File: config.mk
export PLATFORM = sky130hd
export DESIGN_NAME = cordic_cmd_deframer
export DESIGN_NICKNAME = d
export VERILOG_FILES = /design/src/rtl/cordic_pkg.sv /design/src/rtl/cordic_operand_hold.sv /design/src/rtl/cordic_cmd_deframer.sv
export SDC_FILE = /design/constraint.sdc
export NUM_CORES = 1
export LEC_CHECK = 0
export BUFFER_PORTS_ARGS = -buffer_cell sky130_fd_sc_hd__buf_2
export CAP_MARGIN = 20
export CORE_ASPECT_RATIO = 1.2
export CORE_MARGIN = 4
export CORE_UTILIZATION = 30
export CTS_CLUSTER_DIAMETER = 150
export DETAILED_ROUTE_END_ITERATION = 7
export GPL_TIMING_DRIVEN = 0
export PLACE_DENSITY = 0.5
export RECOVER_POWER = 50
export SYNTH_ARGS = -nofsm -noshare
export SYNTH_HDL_FRONTEND = slang
export SYNTH_SLANG_ARGS = --single-unit
File: constraint.sdc
create_clock -name i_clk -period 2.3 [get_ports i_clk]
set_input_delay 0.345 -clock i_clk [delete_from_list [all_inputs] [get_ports i_clk]]
set_output_delay 0.345 -clock i_clk [all_outputs]
set_load 0.05 [all_outputs]
File: src/rtl/cordic_pkg.sv
// Shared CORDIC constants, operand layout and command-deframer state encoding.
package cordic_pkg;

  localparam int CORDIC_XY_W         = 10;
  localparam int CORDIC_PH_W         = 14;
  localparam int FRAME_PAYLOAD_BYTES = 4;
  localparam int PAYLOAD_W           = 8 * FRAME_PAYLOAD_BYTES;

  localparam logic [7:0] DEFAULT_SYNC_BYTE = 8'hA5;

  typedef enum logic [1:0] {
    IDLE    = 2'd0,
    PAYLOAD = 2'd1,
    CHECK   = 2'd2
  } state_e;

  typedef struct packed {
    logic [CORDIC_XY_W-1:0] x;
    logic [CORDIC_XY_W-1:0] y;
    logic [CORDIC_PH_W-1:0] phase;
  } operand_t;

  localparam int OPERAND_W = $bits(operand_t);

  // Phase carries 12 payload bits left-justified in a 14-bit angle word.
  function automatic operand_t unpack_payload(input logic [PAYLOAD_W-1:0] w);
    operand_t op;
    op.x     = w[31:22];
    op.y     = w[21:12];
    op.phase = {w[11:0], 2'b00};
    return op;
  endfunction

endpackage

File: src/rtl/cordic_operand_hold.sv
// One-deep valid/ready holding register; loads on in_vld when empty or draining this cycle.
// Latency 1 cycle; a load attempted while full and stalled is dropped and flagged by a one-cycle overrun.
module cordic_operand_hold #(
  parameter int W = 34
) (
  input  logic         clk,
  input  logic         reset,
  input  logic         in_vld,
  input  logic [W-1:0] in_dat,
  input  logic         out_rdy,
  output logic         out_vld,
  output logic [W-1:0] out_dat,
  output logic         overrun
);

  logic accept;

  assign accept = in_vld && (!out_vld || out_rdy);

  always_ff @(posedge clk) begin
    if (reset) begin
      out_vld <= 1'b0;
      out_dat <= '0;
      overrun <= 1'b0;
    end else begin
      overrun <= in_vld && out_vld && !out_rdy;
      if (accept) begin
        out_vld <= 1'b1;
        out_dat <= in_dat;
      end else if (out_rdy) begin
        out_vld <= 1'b0;
      end
    end
  end

endmodule

File: src/rtl/cordic_cmd_deframer.sv
// Sync-hunting deframer: SYNC,P0..P3,CK bytes -> x/y/phase operand with XOR check and inter-byte timeout.
// o_valid rises 1 cycle after a good CK; held until i_ready; a good frame arriving while stalled is dropped (o_overrun).
module cordic_cmd_deframer
  import cordic_pkg::*;
#(
  parameter logic [7:0] SYNC_BYTE      = DEFAULT_SYNC_BYTE,
  parameter int         TIMEOUT_CYCLES = 100000
) (
  input  logic                   i_clk,
  input  logic                   i_reset,
  input  logic                   i_rx_dv,
  input  logic [7:0]             i_rx_byte,
  input  logic                   i_ready,
  output logic                   o_valid,
  output logic [CORDIC_XY_W-1:0] o_xcord,
  output logic [CORDIC_XY_W-1:0] o_ycord,
  output logic [CORDIC_PH_W-1:0] o_phase,
  output logic                   o_crc_err,
  output logic                   o_timeout_err,
  output logic                   o_overrun
);

  localparam int               CNT_W   = $clog2(TIMEOUT_CYCLES + 1);
  localparam logic [CNT_W-1:0] CNT_MAX = CNT_W'(TIMEOUT_CYCLES);

  state_e                 state_q, state_d;
  logic [1:0]             idx_q, idx_d;
  logic [PAYLOAD_W-1:0]   word_q, word_d;
  logic [7:0]             xor_q, xor_d;
  logic [CNT_W-1:0]       cnt_q, cnt_d;
  logic                   crc_err_d, tmo_err_d;
  logic                   timeout_hit;
  logic                   load_vld;
  operand_t               load_dat, hold_dat;

  // A byte arriving on the limit cycle takes priority over the timeout.
  assign timeout_hit = (state_q != IDLE) && !i_rx_dv && (cnt_q == CNT_MAX);

  always_comb begin
    state_d   = state_q;
    idx_d     = idx_q;
    word_d    = word_q;
    xor_d     = xor_q;
    cnt_d     = cnt_q;
    crc_err_d = 1'b0;
    tmo_err_d = 1'b0;
    load_vld  = 1'b0;

    if (state_q == IDLE || i_rx_dv) begin
      cnt_d = '0;
    end else if (cnt_q != CNT_MAX) begin
      cnt_d = cnt_q + CNT_W'(1);
    end

    case (state_q)
      IDLE: begin
        if (i_rx_dv && i_rx_byte == SYNC_BYTE) begin
          state_d = PAYLOAD;
          idx_d   = 2'd0;
          xor_d   = 8'h00;
        end
      end
      PAYLOAD: begin
        if (i_rx_dv) begin
          word_d = {word_q[PAYLOAD_W-9:0], i_rx_byte};
          xor_d  = xor_q ^ i_rx_byte;
          idx_d  = idx_q + 2'd1;
          if (idx_q == 2'(FRAME_PAYLOAD_BYTES - 1)) begin
            state_d = CHECK;
          end
        end
      end
      CHECK: begin
        if (i_rx_dv) begin
          state_d = IDLE;
          if (i_rx_byte != xor_q) begin
            crc_err_d = 1'b1;
          end else begin
            load_vld = 1'b1;
          end
        end
      end
      default: begin
        state_d = IDLE;
      end
    endcase

    if (timeout_hit) begin
      state_d   = IDLE;
      tmo_err_d = 1'b1;
    end
  end

  always_ff @(posedge i_clk) begin
    if (i_reset) begin
      state_q       <= IDLE;
      idx_q         <= 2'd0;
      word_q        <= '0;
      xor_q         <= 8'h00;
      cnt_q         <= '0;
      o_crc_err     <= 1'b0;
      o_timeout_err <= 1'b0;
    end else begin
      state_q       <= state_d;
      idx_q         <= idx_d;
      word_q        <= word_d;
      xor_q         <= xor_d;
      cnt_q         <= cnt_d;
      o_crc_err     <= crc_err_d;
      o_timeout_err <= tmo_err_d;
    end
  end

  assign load_dat = unpack_payload(word_q);

  cordic_operand_hold #(
    .W (OPERAND_W)
  ) u_hold (
    .clk     (i_clk),
    .reset   (i_reset),
    .in_vld  (load_vld),
    .in_dat  (load_dat),
    .out_rdy (i_ready),
    .out_vld (o_valid),
    .out_dat (hold_dat),
    .overrun (o_overrun)
  );

  assign o_xcord = hold_dat.x;
  assign o_ycord = hold_dat.y;
  assign o_phase = hold_dat.phase;

endmodule

==> qor.yml <==
outcome:
  outcome: "finished, final reports clean"
synth:
  yosysSeqAreaShare_pct: 47.8
  ys_top_cells_by_count: "dfxtp_1, a21oi_1, nand2_1"
  yosys_register_bits: 97
  synth_ff_type: "dfxtp_1"
  yosys_warnings: 0
  synth_cell_types: 37
  postSynthAreaPerCell_sq_um: 8.30
  synth-async-reset-ratio_pct: 0
  yosysTopAreaCellShare_pct: 47.8
  synthCells: 490
  synth_edf_count: 0
  yosysTopAreaCell: "dfxtp_1"
  synth_area_sq_mm: 0.00407
  yosys.cell_count.top_type: "dfxtp_1"
  ys_top_cells_by_area: "dfxtp_1, a21oi_1, nand2_1, o31ai_1, nand4_1"
timing:
  slew_viol_final: 0
  min_period_ns: 2.04
  setup_ws_ns: 0.259
  tightestPinTransition_ns: 0.922
  fin_skew_ns: 0.00512
  grt_setup_unrepaired: "false"
  timing.slew.headroom_pct: 38.2
  final_hold_viol_count: 0
  fmax_mhz: 490
  holdWs_ns: 0.311
  finalCritPeriodShare_pct: 88.7
  setup_viol: 0
  timing.setup.tns_ns: 0
hold_path:
  min_path_type: "input port to flop"
worst_setup_path:
  crit_slowest_cell: "nor4_1"
  crit_path_max_incr_delay_ns: 0.79
  r2r_slack_ns: 0.26
  endpoint_kind: "flop"
  cp.required_ns: 2.51
  cp.arrival_ns: 2.25
  path_delay_family: "simple AND/OR/NAND/NOR gates"
  path_buf_inv: 0
  cp_max_fo: 6
  crit_chain: "ha_1, nand2_1, nor4_1, and4_1, nor3_1"
  path_class: "flop to flop"
  crit_path_start_kind: "flop"
cts:
  clk_latency_ns: 0.34
  cts_resized: 0
  htree_levels: 3
  postCtsSetupRepairBufs: 0
  ctsHoldBuffers: 0
  cts_tree: "yes"
  root_buffer: "clkbuf_16"
  cts.sinks: 97
  cts-buffers-inserted: 9
  clk_pin_slew_worst_paths_ns: 0.07
  cts_buffer_depth: 2
power_and_ir_drop:
  report.power.total_mw: 3.31
  p_per_area_mw_per_mm2: 697
  p_leak_nw: 1.42
  ir_drop_uv: 413
routing:
  vias_per_cell: 5.02
  drc: 0
  antenna_left: 0
  dr_total_vias: 3609
  routedWlPerCell_microns: 15.2
  drt-initial-drc-count: 270
  firstDrtPassIters: 4
  wirelength_microns: 10900
finish:
  antennaDiodeCount: 0
  finalNonFillerCells: 719
  finish.instance_area_sq_mm: 0.00475
  finalNetCount: 562
  final_core_utilization_pct: 35.9
  layout-drive-gt1-share_pct: 5.63
  area_growth_pct: 16.9
placement:
  place_area_sq_mm: 0.00451
  preCtsSetupSlack_ns: 0.243
  place.port_buffers: 45
  dpl.hpwl_microns: 8020
  dpl.cell_count: 704
  place.gp.congestion: 0.774
floorplan:
  pin_count: 50
  rows: 46
  initial_core_util_pct: 30.7
  die_y_microns: 136
  die_x_microns: 114
  core_area_sq_mm: 0.0132
  dieArea_sq_mm: 0.0155
grt:
  grt_antenna_before_repair: 0
  grt_pass1_vias: 3571
  grt_overflow: 0
  grt_max_degree: 15
  grt_pass1_wl_microns: 17500
  grtUsageTotal_pct: 14.2
flow_run:
  max_cap_violations: 0
## final timing paths
check	start	endpoint	cells past startpoint
max reg2reg	cnt_q[0]	cnt_q[16]	5
min	i_rx_byte[6]	word_q[6]	3
max	cnt_q[0]	cnt_q[16]	5
min reg2reg	word_q[24]	word_q[24]	2
## final cells by class
class                      count  area (sq um)
buffer                        44           178
clock buffer                  13           260
clock inverter                 2          37.5
fill                        1448          8490
inverter                       7          26.3
multi-input combinational    343          1920
sequential                    97          1940
tap                          168           210
timing repair buffer          45           180
## power by group
part	leakage (nW)	total (mW)	switching, mW	internal [mW]
clock	0.142	1.52	0.623	0.898
sequential	0.781	1.68	0.000283	1.68
combinational	0.498	0.112	0.0866	0.0250
total	1.42	3.31	0.710	2.60
## cells in the final DEF, fill, tap and decap left out, types with 3 or more instances in the layout
cell type and instances:
nor2_1 20, dfxtp_1 97, buf_2 13, nor4bb_1 3, clkbuf_1 74, and4_1 3, ha_1 3, nand3_1 6
and3b_1 4, o31ai_1 32, xor2_1 3, nand2_1 73, and3_1 3, inv_1 7, nor3_1 17, o21ai_0 14
nand4_1 38, nor4_1 4, or3_1 5, clkbuf_16 9, xnor2_1 13, a21oi_1 81
## per-layer routing
metal / share of wire [%] / vias to the layer above / GRT usage, %
li1: - / 1870 / -
met1: 44 / 1672 / 17.0
met2: 51 / 55 / 25.5
met3: 3.3 / 12 / 2.37
met4: 1.5 / 0 / 5.02
met5: 0 / - / 0
## worst register-to-register path: stages (launching register included)
cell	delay, ns
dfxtp_1	0.41
ha_1	0.23
nand2_1	0.13
nor4_1	0.79
and4_1	0.30
nor3_1	0.05
## cells by family after synthesis
| group | count (synthesis) | synth area share (%) |
|---|---|---|
| AOI/OAI and AO/OA | 133 | 18.9 |
| other | 1 | 0.0922 |
| buffers and inverters | 51 | 5.02 |
| and+or+nand+nor | 189 | 23.8 |
| adders and majority gates | 3 | 0.923 |
| DFF | 97 | 47.8 |
| xor gates and xnor gates | 16 | 3.45 |
## registers in the layout, summed over array words and instances (netlist names)
register	count
u_hold.out_vld	1
cnt_q	17
xor_q	8
word_q	32
u_hold.overrun	1
o_timeout_err	1
u_hold.out_dat	32
o_crc_err	1
idx_q	2
state_q	2
Power figures use the tool's default switching activity.
